**config.mk**
```make
export PLATFORM = sky130hd
export DESIGN_NAME = regfile_operand_stage
export DESIGN_NICKNAME = d
export VERILOG_FILES = /design/src/rtl/regfile_operand_stage.sv
export SDC_FILE = /design/constraint.sdc
export NUM_CORES = 2
export LEC_CHECK = 0
export ABC_CLOCK_PERIOD_IN_PS = 3300
export BUFFER_PORTS_ARGS = -buffer_cell sky130_fd_sc_hd__buf_4
export CAP_MARGIN = 10
export CORE_UTILIZATION = 55
export CTS_CLUSTER_SIZE = 20
export DETAILED_ROUTE_END_ITERATION = 6
export PLACE_DENSITY_LB_ADDON = 0.25
export SYNTH_ARGS = -nofsm -noshare
export SYNTH_HDL_FRONTEND = slang
export SYNTH_SLANG_ARGS = --single-unit
export TNS_END_PERCENT = 100
```
**constraint.sdc**
```tcl
create_clock -name clk -period 3.3 [get_ports clk]
set_input_delay 0.495 -clock clk [delete_from_list [all_inputs] [get_ports clk]]
set_output_delay 0.495 -clock clk [all_outputs]
set_load 0.05 [all_outputs]
```
**src/rtl/regfile_operand_stage.sv**
```systemverilog
// Register file and operand-issue stage feeding the add datapath.
// Holds the architectural registers, a busy scoreboard and a registered operand output.
module regfile_operand_stage #(
  parameter int unsigned DATA_W = 32,
  parameter int unsigned ADDR_W = 5
) (
  input  logic              clk,
  input  logic              rst_n,
  input  logic              issue_valid,
  output logic              issue_ready,
  input  logic [ADDR_W-1:0] rs_addr,
  input  logic [ADDR_W-1:0] rt_addr,
  input  logic [ADDR_W-1:0] rd_addr,
  output logic              op_valid,
  input  logic              op_ready,
  output logic [DATA_W-1:0] rs_data,
  output logic [DATA_W-1:0] rt_data,
  output logic [ADDR_W-1:0] op_rd_addr,
  input  logic              wb_valid,
  input  logic [ADDR_W-1:0] wb_addr,
  input  logic [DATA_W-1:0] wb_data
);

  localparam int unsigned NumRegs = 1 << ADDR_W;

  logic [DATA_W-1:0]  regs_q [NumRegs];
  logic [NumRegs-1:0] busy_q, busy_d;
  logic               op_valid_q;
  logic [DATA_W-1:0]  rs_data_q, rt_data_q, rs_data_d, rt_data_d;
  logic [ADDR_W-1:0]  op_rd_addr_q;

  logic wb_en, fire, hazard;
  logic rs_haz, rt_haz, rd_haz;

  always_comb begin
    wb_en = wb_valid && (wb_addr != '0);
    // A write-back arriving this cycle releases the matching source/destination.
    rs_haz = (rs_addr != '0) && busy_q[rs_addr] && !(wb_valid && (wb_addr == rs_addr));
    rt_haz = (rt_addr != '0) && busy_q[rt_addr] && !(wb_valid && (wb_addr == rt_addr));
    rd_haz = (rd_addr != '0) && busy_q[rd_addr] && !(wb_valid && (wb_addr == rd_addr));
    hazard = rs_haz || rt_haz || rd_haz;
    issue_ready = (!op_valid_q || op_ready) && !hazard;
    fire = issue_valid && issue_ready;
  end

  always_comb begin
    rs_data_d = '0;
    rt_data_d = '0;
    if (rs_addr != '0) begin
      rs_data_d = (wb_valid && (wb_addr == rs_addr)) ? wb_data : regs_q[rs_addr];
    end
    if (rt_addr != '0) begin
      rt_data_d = (wb_valid && (wb_addr == rt_addr)) ? wb_data : regs_q[rt_addr];
    end
  end

  // Clear first so a same-cycle set for the new destination wins.
  always_comb begin
    busy_d = busy_q;
    if (wb_en) begin
      busy_d[wb_addr] = 1'b0;
    end
    if (fire && (rd_addr != '0)) begin
      busy_d[rd_addr] = 1'b1;
    end
  end

  always_ff @(posedge clk or negedge rst_n) begin
    if (!rst_n) begin
      for (int i = 0; i < NumRegs; i++) begin
        regs_q[i] <= '0;
      end
    end else if (wb_en) begin
      regs_q[wb_addr] <= wb_data;
    end
  end

  always_ff @(posedge clk or negedge rst_n) begin
    if (!rst_n) begin
      busy_q       <= '0;
      op_valid_q   <= 1'b0;
      rs_data_q    <= '0;
      rt_data_q    <= '0;
      op_rd_addr_q <= '0;
    end else begin
      busy_q <= busy_d;
      if (fire) begin
        op_valid_q   <= 1'b1;
        rs_data_q    <= rs_data_d;
        rt_data_q    <= rt_data_d;
        op_rd_addr_q <= rd_addr;
      end else if (op_ready) begin
        op_valid_q <= 1'b0;
      end
    end
  end

  assign op_valid   = op_valid_q;
  assign rs_data    = rs_data_q;
  assign rt_data    = rt_data_q;
  assign op_rd_addr = op_rd_addr_q;

endmodule

```
# Word-level counts from Yosys, hierarchy flattened
# Index checks and enable logic that the tools add are counted.
[totals]
word_cells = 112
output_inout_bits = 71
regBits = 1126
[classes]
bitwise = 6
order_cmp = 10
n_mux = 27
n_eq_ne = 3
reduce_logical = 29
[op_table]
columns = ["cell", "count"]
rows = [
  ["$bwmux W1024", 1],
  ["$mux W32", 11],
  ["$bmux W32 S5", 2],
  ["$demux W32 S5", 1],
  ["$and A32 B32 Y32", 1],
  ["$not A32 Y32", 1],
  ["$or A32 B32 Y32", 1],
  ["$lt A5 B6 Y1 const B", 4],
  ["$reduce_bool A5 Y1", 4],
  ["$ge A6 B6 Y1 const B", 3],
  ["$not A5 Y6", 3],
  ["$logic_and A1 B1 Y1", 16],
  ["$bmux W1 S5", 3],
  ["$eq A5 B5 Y1", 3],
  ["$demux W1 S5", 2],
  ["$ge A5 B1 Y1 const B", 2],
  ["$mux W1", 7],
  ["$lt A6 B1 Y1 const B", 1],
  ["$logic_not A1 Y1", 5],
  ["$logic_or A1 B1 Y1", 3],
  ["$reduce_bool A2 Y1", 1],
]

# Longest topological paths before layout
[depth]
ltp_word = 11
depth_mapped = 11
ltp_nobuf = 6

# Worst setup path after synthesis
# No wires, ideal clock.
[synth_path]
path_type = "input-to-output"
start = "in rt_addr[0]"
end = "out issue_ready"
slack_ns = -0.096
path_stages = 6
required_ns = 2.805
t_arrival_ns = 2.901
cell_sequence = "buf_2 -> buf_6 -> mux4_2 -> a221oi_1 -> o221ai_1 -> nor3_1"
[synth_via]
elab_chain_cells = 8
[synth_rtl]
columns = ["element", "line_no", "rtl"]
rows = [
  ["start, declared", "12", "input logic [ADDR_W-1:0] rt_addr,"],
  ["$bmux W1 S5 / $eq A5 B5 Y1 (equally long branches)", "39", "rt_haz = (rt_addr != '0) && busy_q[rt_addr] && !(wb_valid && (wb_addr == rt_addr));"],
  ["$mux W1 (not written as such) / $logic_and A1 B1 Y1 (equally long branches)", "39", ""],
  ["$logic_and A1 B1 Y1 / $logic_not A1 Y1 (equally long branches)", "39", ""],
  ["$logic_and A1 B1 Y1 (*)", "39", ""],
  ["$logic_or A1 B1 Y1 (*) (2 in a row)", "41", "hazard = rs_haz || rt_haz || rd_haz;"],
  ["$logic_not A1 Y1 (*)", "42", "issue_ready = (!op_valid_q || op_ready) && !hazard;"],
  ["$logic_and A1 B1 Y1 (*)", "42", ""],
  ["end, declared", "10", "output logic issue_ready,"],
]
# Mark *: on every way between the ends. The rest lies on a longest branch, timed or not. The select of a mux whose other input is x is not followed.

# Worst setup path in the final report
[layout_path]
start = "reg busy_q[13]"
end = "out issue_ready"
[layout_via]
elab_chain_cells = 8
[layout_rtl]
columns = ["element", "line_no", "rtl"]
rows = [
  ["start, declared", "27", "logic [NumRegs-1:0] busy_q, busy_d;"],
  ["start signal, assigned", "86", "busy_q <= busy_d;"],
  ["$bmux W1 S5, on equally long branches", "38, 39", ""],
  ["$mux W1, on equally long branches", "38, 39", ""],
  ["$logic_and A1 B1 Y1, on equally long branches (2 in a row)", "38, 39", ""],
  ["$logic_or A1 B1 Y1", "41", ""],
  ["$logic_or A1 B1 Y1 (*)", "41", ""],
  ["$logic_not A1 Y1 (*)", "42", ""],
  ["$logic_and A1 B1 Y1 (*)", "42", ""],
]
# Marked as above.

==> key figures <==
Logic synthesis
  – Yosys top cell by area: dfrtp_1
  – Post-synth top cells: dfrtp_1, mux2_2, mux4_2
  – Synth unique cells: 53
  – Ys Warns: 0
  – Syn Nets: around 3900
  – Syn Area/Cell: between 15 and 20 um^2
  – Sequential share of the synthesized area: 0.4724
  – Synthesized flop and latch total: roughly 1100
  – Cell count after synthesis: about 3800
  – Ys async rst share: 1.000
  – Top-count cell post-synth: dfrtp_1
  – Mapped cell area: 59650 um^2
  – Number of synthesized flops with an enable pin: 0
  – Ys flop type: dfrtp_1
  – Top cells by area, synth: dfrtp_1, mux4_2, mux2_2, mux2i_1, clkbuf_1
  – Top-area cell type share of the netlist area: 0.4724

Timing
  – Tmin final: between 3 and 4 ns
  – Finish-stage setup viols: 0
  – RSZ-0062 raised after global routing: no
  – Final hold viol count: 0
  – Slew HR: 0.2136
  – Fmax: roughly 310 MHz
  – Period utilisation layout: 0.9704
  – Max-slew violations: 0
  – Setup TNS: 0 ns
  – Worst-Margin Slew: ~1.2 ns
  – Worst Skew: about 0.025 ns

Routing
  – Drt total wl: between 150000 and 200000 um
  – Vias after detailed routing: around 37000
  – Per-cell routed wire length: about 33 um
  – First-iteration detailed-routing DRC count: between 3000 and 4000
  – Via-per-instance ratio: 7.008
  – Post-route ant nets: 0
  – DRC: 0
  – Drt pass-1 iters: 7

Floorplan
  – # rows: 120
  – Initial Util: 0.5557
  – Core area: 107400 um^2
  – Die span in y: approximately 330 um
  – I/O pins: 128
  – Die Footprint: 109800 um^2
  – Chip width: 331.3 um

CTS
  – H-tree lvl count: 3
  – Worst-Skew Late Latency: 0.72 ns
  – CTS Sinks: 1126
  – CTS tree: built
  – CTS Buffer Depth: 3
  – Worst-path clk slew: approximately 0.06 ns
  – CTS Buf Count: 119
  – CTS root buf: clkbuf_16

Critical path
  – WS Path Type: flop to output pin
  – Worst path required time: about 2.8 ns
  – Critical-path cell list: mux4_2 > a22o_1 > a221oi_2 > o221ai_2 > nor3_4 > buf_6
  – Maximum fanout along the worst path: 4
  – Slowest Stage Delay on Critical Path: roughly 0.46 ns
  – CP Capture Type: output pin
  – Slowest-stage cell, CP: mux4_2
  – CP startpoint kind: flop
  – Worst EP arrival: between 2 and 3 ns

Cells and area
  – P&R area growth vs syn: 12.40%
  – FF+latch area: between 20000 and 30000 um^2
  – Share of post-route cells with drive strength above 1: 0.5499
  – Util after Layout: 0.6246
  – Fin nets: slightly below 4000
  – Footprint of the multi-input gates: a little under 30000 um^2
  – Fill cell count: between 7000 and 8000

Global route
  – Initial antenna violation count: 3
  – Maximum number of pins on one net before global-route repair: roughly 100
  – Global Route Usage Sum: 0.3242
  – Via count of the first global-routing pass: roughly 38000
  – GRT Residual Overflow: 0
  – First-pass GRT wire length: between 200000 and 300000 um

Placed design
  – Dpl hpwl: around 100000 um
  – Placer Congestion: around 0.85
  – Port bufs: around 130

Run
  – Max Cap Violations: 0

Pwr
  – Pwr/cell area: about 640 nW/um^2
  – LEAKAGE: approximately 29 nW
  – Maximum VDD drop: ~0.40 mV

Status
  – Status: complete, no violations

Min path
  – Hold Path Class: primary input to flop
[worst paths after layout]
check                           slack [ns]         start  depth (start not counted)             to
worst max-delay path                   0.1    busy_q[13]                          6    issue_ready
worst min-delay path                  0.15    rd_addr[0]                          2  op_rd_addr[0]
worst max register to register        0.41    busy_q[21]                          8     rs_data[4]
worst min register to register        0.39  regs_q[1020]                          0   regs_q[1020]
max in group asynchronous             1.89         rst_n                          4     regs_q[46]
min in group asynchronous             0.36         rst_n                          2    regs_q[955]
[critical path: cells and delay by family (launching register included)]
| kind | cells | cell delay, ns |
|---|---|---|
| muxes | 1 | 0.46 |
| AOI/OAI and AO/OA | 3 | 0.65 |
| buffers and inverters | 1 | 0.19 |
| and+or+nand+nor | 1 | 0.26 |
| DFF | 1 | 0.42 |
[layer usage]
layer  global-route usage  up-vias  routed length (um)
met5                    0        -                  11
met3              0.06466      351               14160
met1               0.4667    20340               72930
li1                     -    14843                   -
met4               0.1044        2                5536
met2               0.4998     1671               82010
[layout make-up]
cell class / instances / share of cell area
Multi-Input combinational cell: 2231 / 0.4449
Inverter: 19 / 0.001101
Timing Repair Buffer: 306 / 0.04794
Clock buffer: 176 / 0.05317
Clock inverter: 43 / 0.006233
Tap cell: 1403 / 0.02618
Antenna cell: 5 / 0.0001866
Sequential cell: 1126 / 0.4203
[stage by stage]
step / worst slack, ns / cell area (um^2) / instances / power [mW] / hold slack, ns
2_1_floorplan: 0.3406 / 59660 / 3820 / 26.22 / 0.1994
3_3_place_gp: 0.1560 / 62970 / 5083 / 29.21 / 0.3767
3_5_place_dp: 0.1332 / 62970 / 5083 / 29.59 / 0.3833
4_1_cts: 0.006413 / 67020 / 5304 / 43.28 / 0.1085
5_1_grt: 0.01888 / 67040 / 5305 / 44.85 / 0.1630
6_report: 0.09773 / 67050 / 5309 / 43.18 / 0.1517
[cell families after synthesis]
kind of cell	Yosys count	share of synthesized area
mux	1802	0.4477
simple gates	211	0.01691
compound gates	203	0.02737
flops	1126	0.4724
buf+inv	463	0.03343
xor+xnor	15	0.002202
[state kept, by name (all words and copies together), names as in the netlist]
register,cells
busy_q,32
op_rd_addr,5
op_valid,1
regs_q,1024
rs_data,32
rt_data,32
[placed cells by master, fill, tap and decap left out, drive strengths merged, types with 23 or more instances in the layout]
| cell | Yosys | layout |
|---|---|---|
| buf | 136 | 304 |
| o21ai | 30 | 30 |
| mux2 | 1065 | 1065 |
| mux2i | 153 | 153 |
| clkinv | 0 | 30 |
| dfrtp | 1126 | 1126 |
| nand2 | 40 | 40 |
| a32o | 45 | 45 |
| nor2 | 78 | 78 |
| inv | 19 | 23 |
| clkbuf | 308 | 176 |
| mux4 | 584 | 584 |
| a221oi | 43 | 43 |
[repair_timing]
action	CTS	global route
buffers inserted	0	0
pin swaps	2	1
hold buffers	2	0
endpoints found under the setup margin	1	1
endpoints found under the hold margin	32	0
resized for setup	5	2
[power by group]
group / switching, mW / internal (mW) / total (mW)
logic: 4.78 / 5.75 / 10.5
clock network: 5.72 / 7.97 / 13.7
registers: 2.26 / 16.7 / 19.0
No activity file was read; power rests on OpenSTA's default activity.
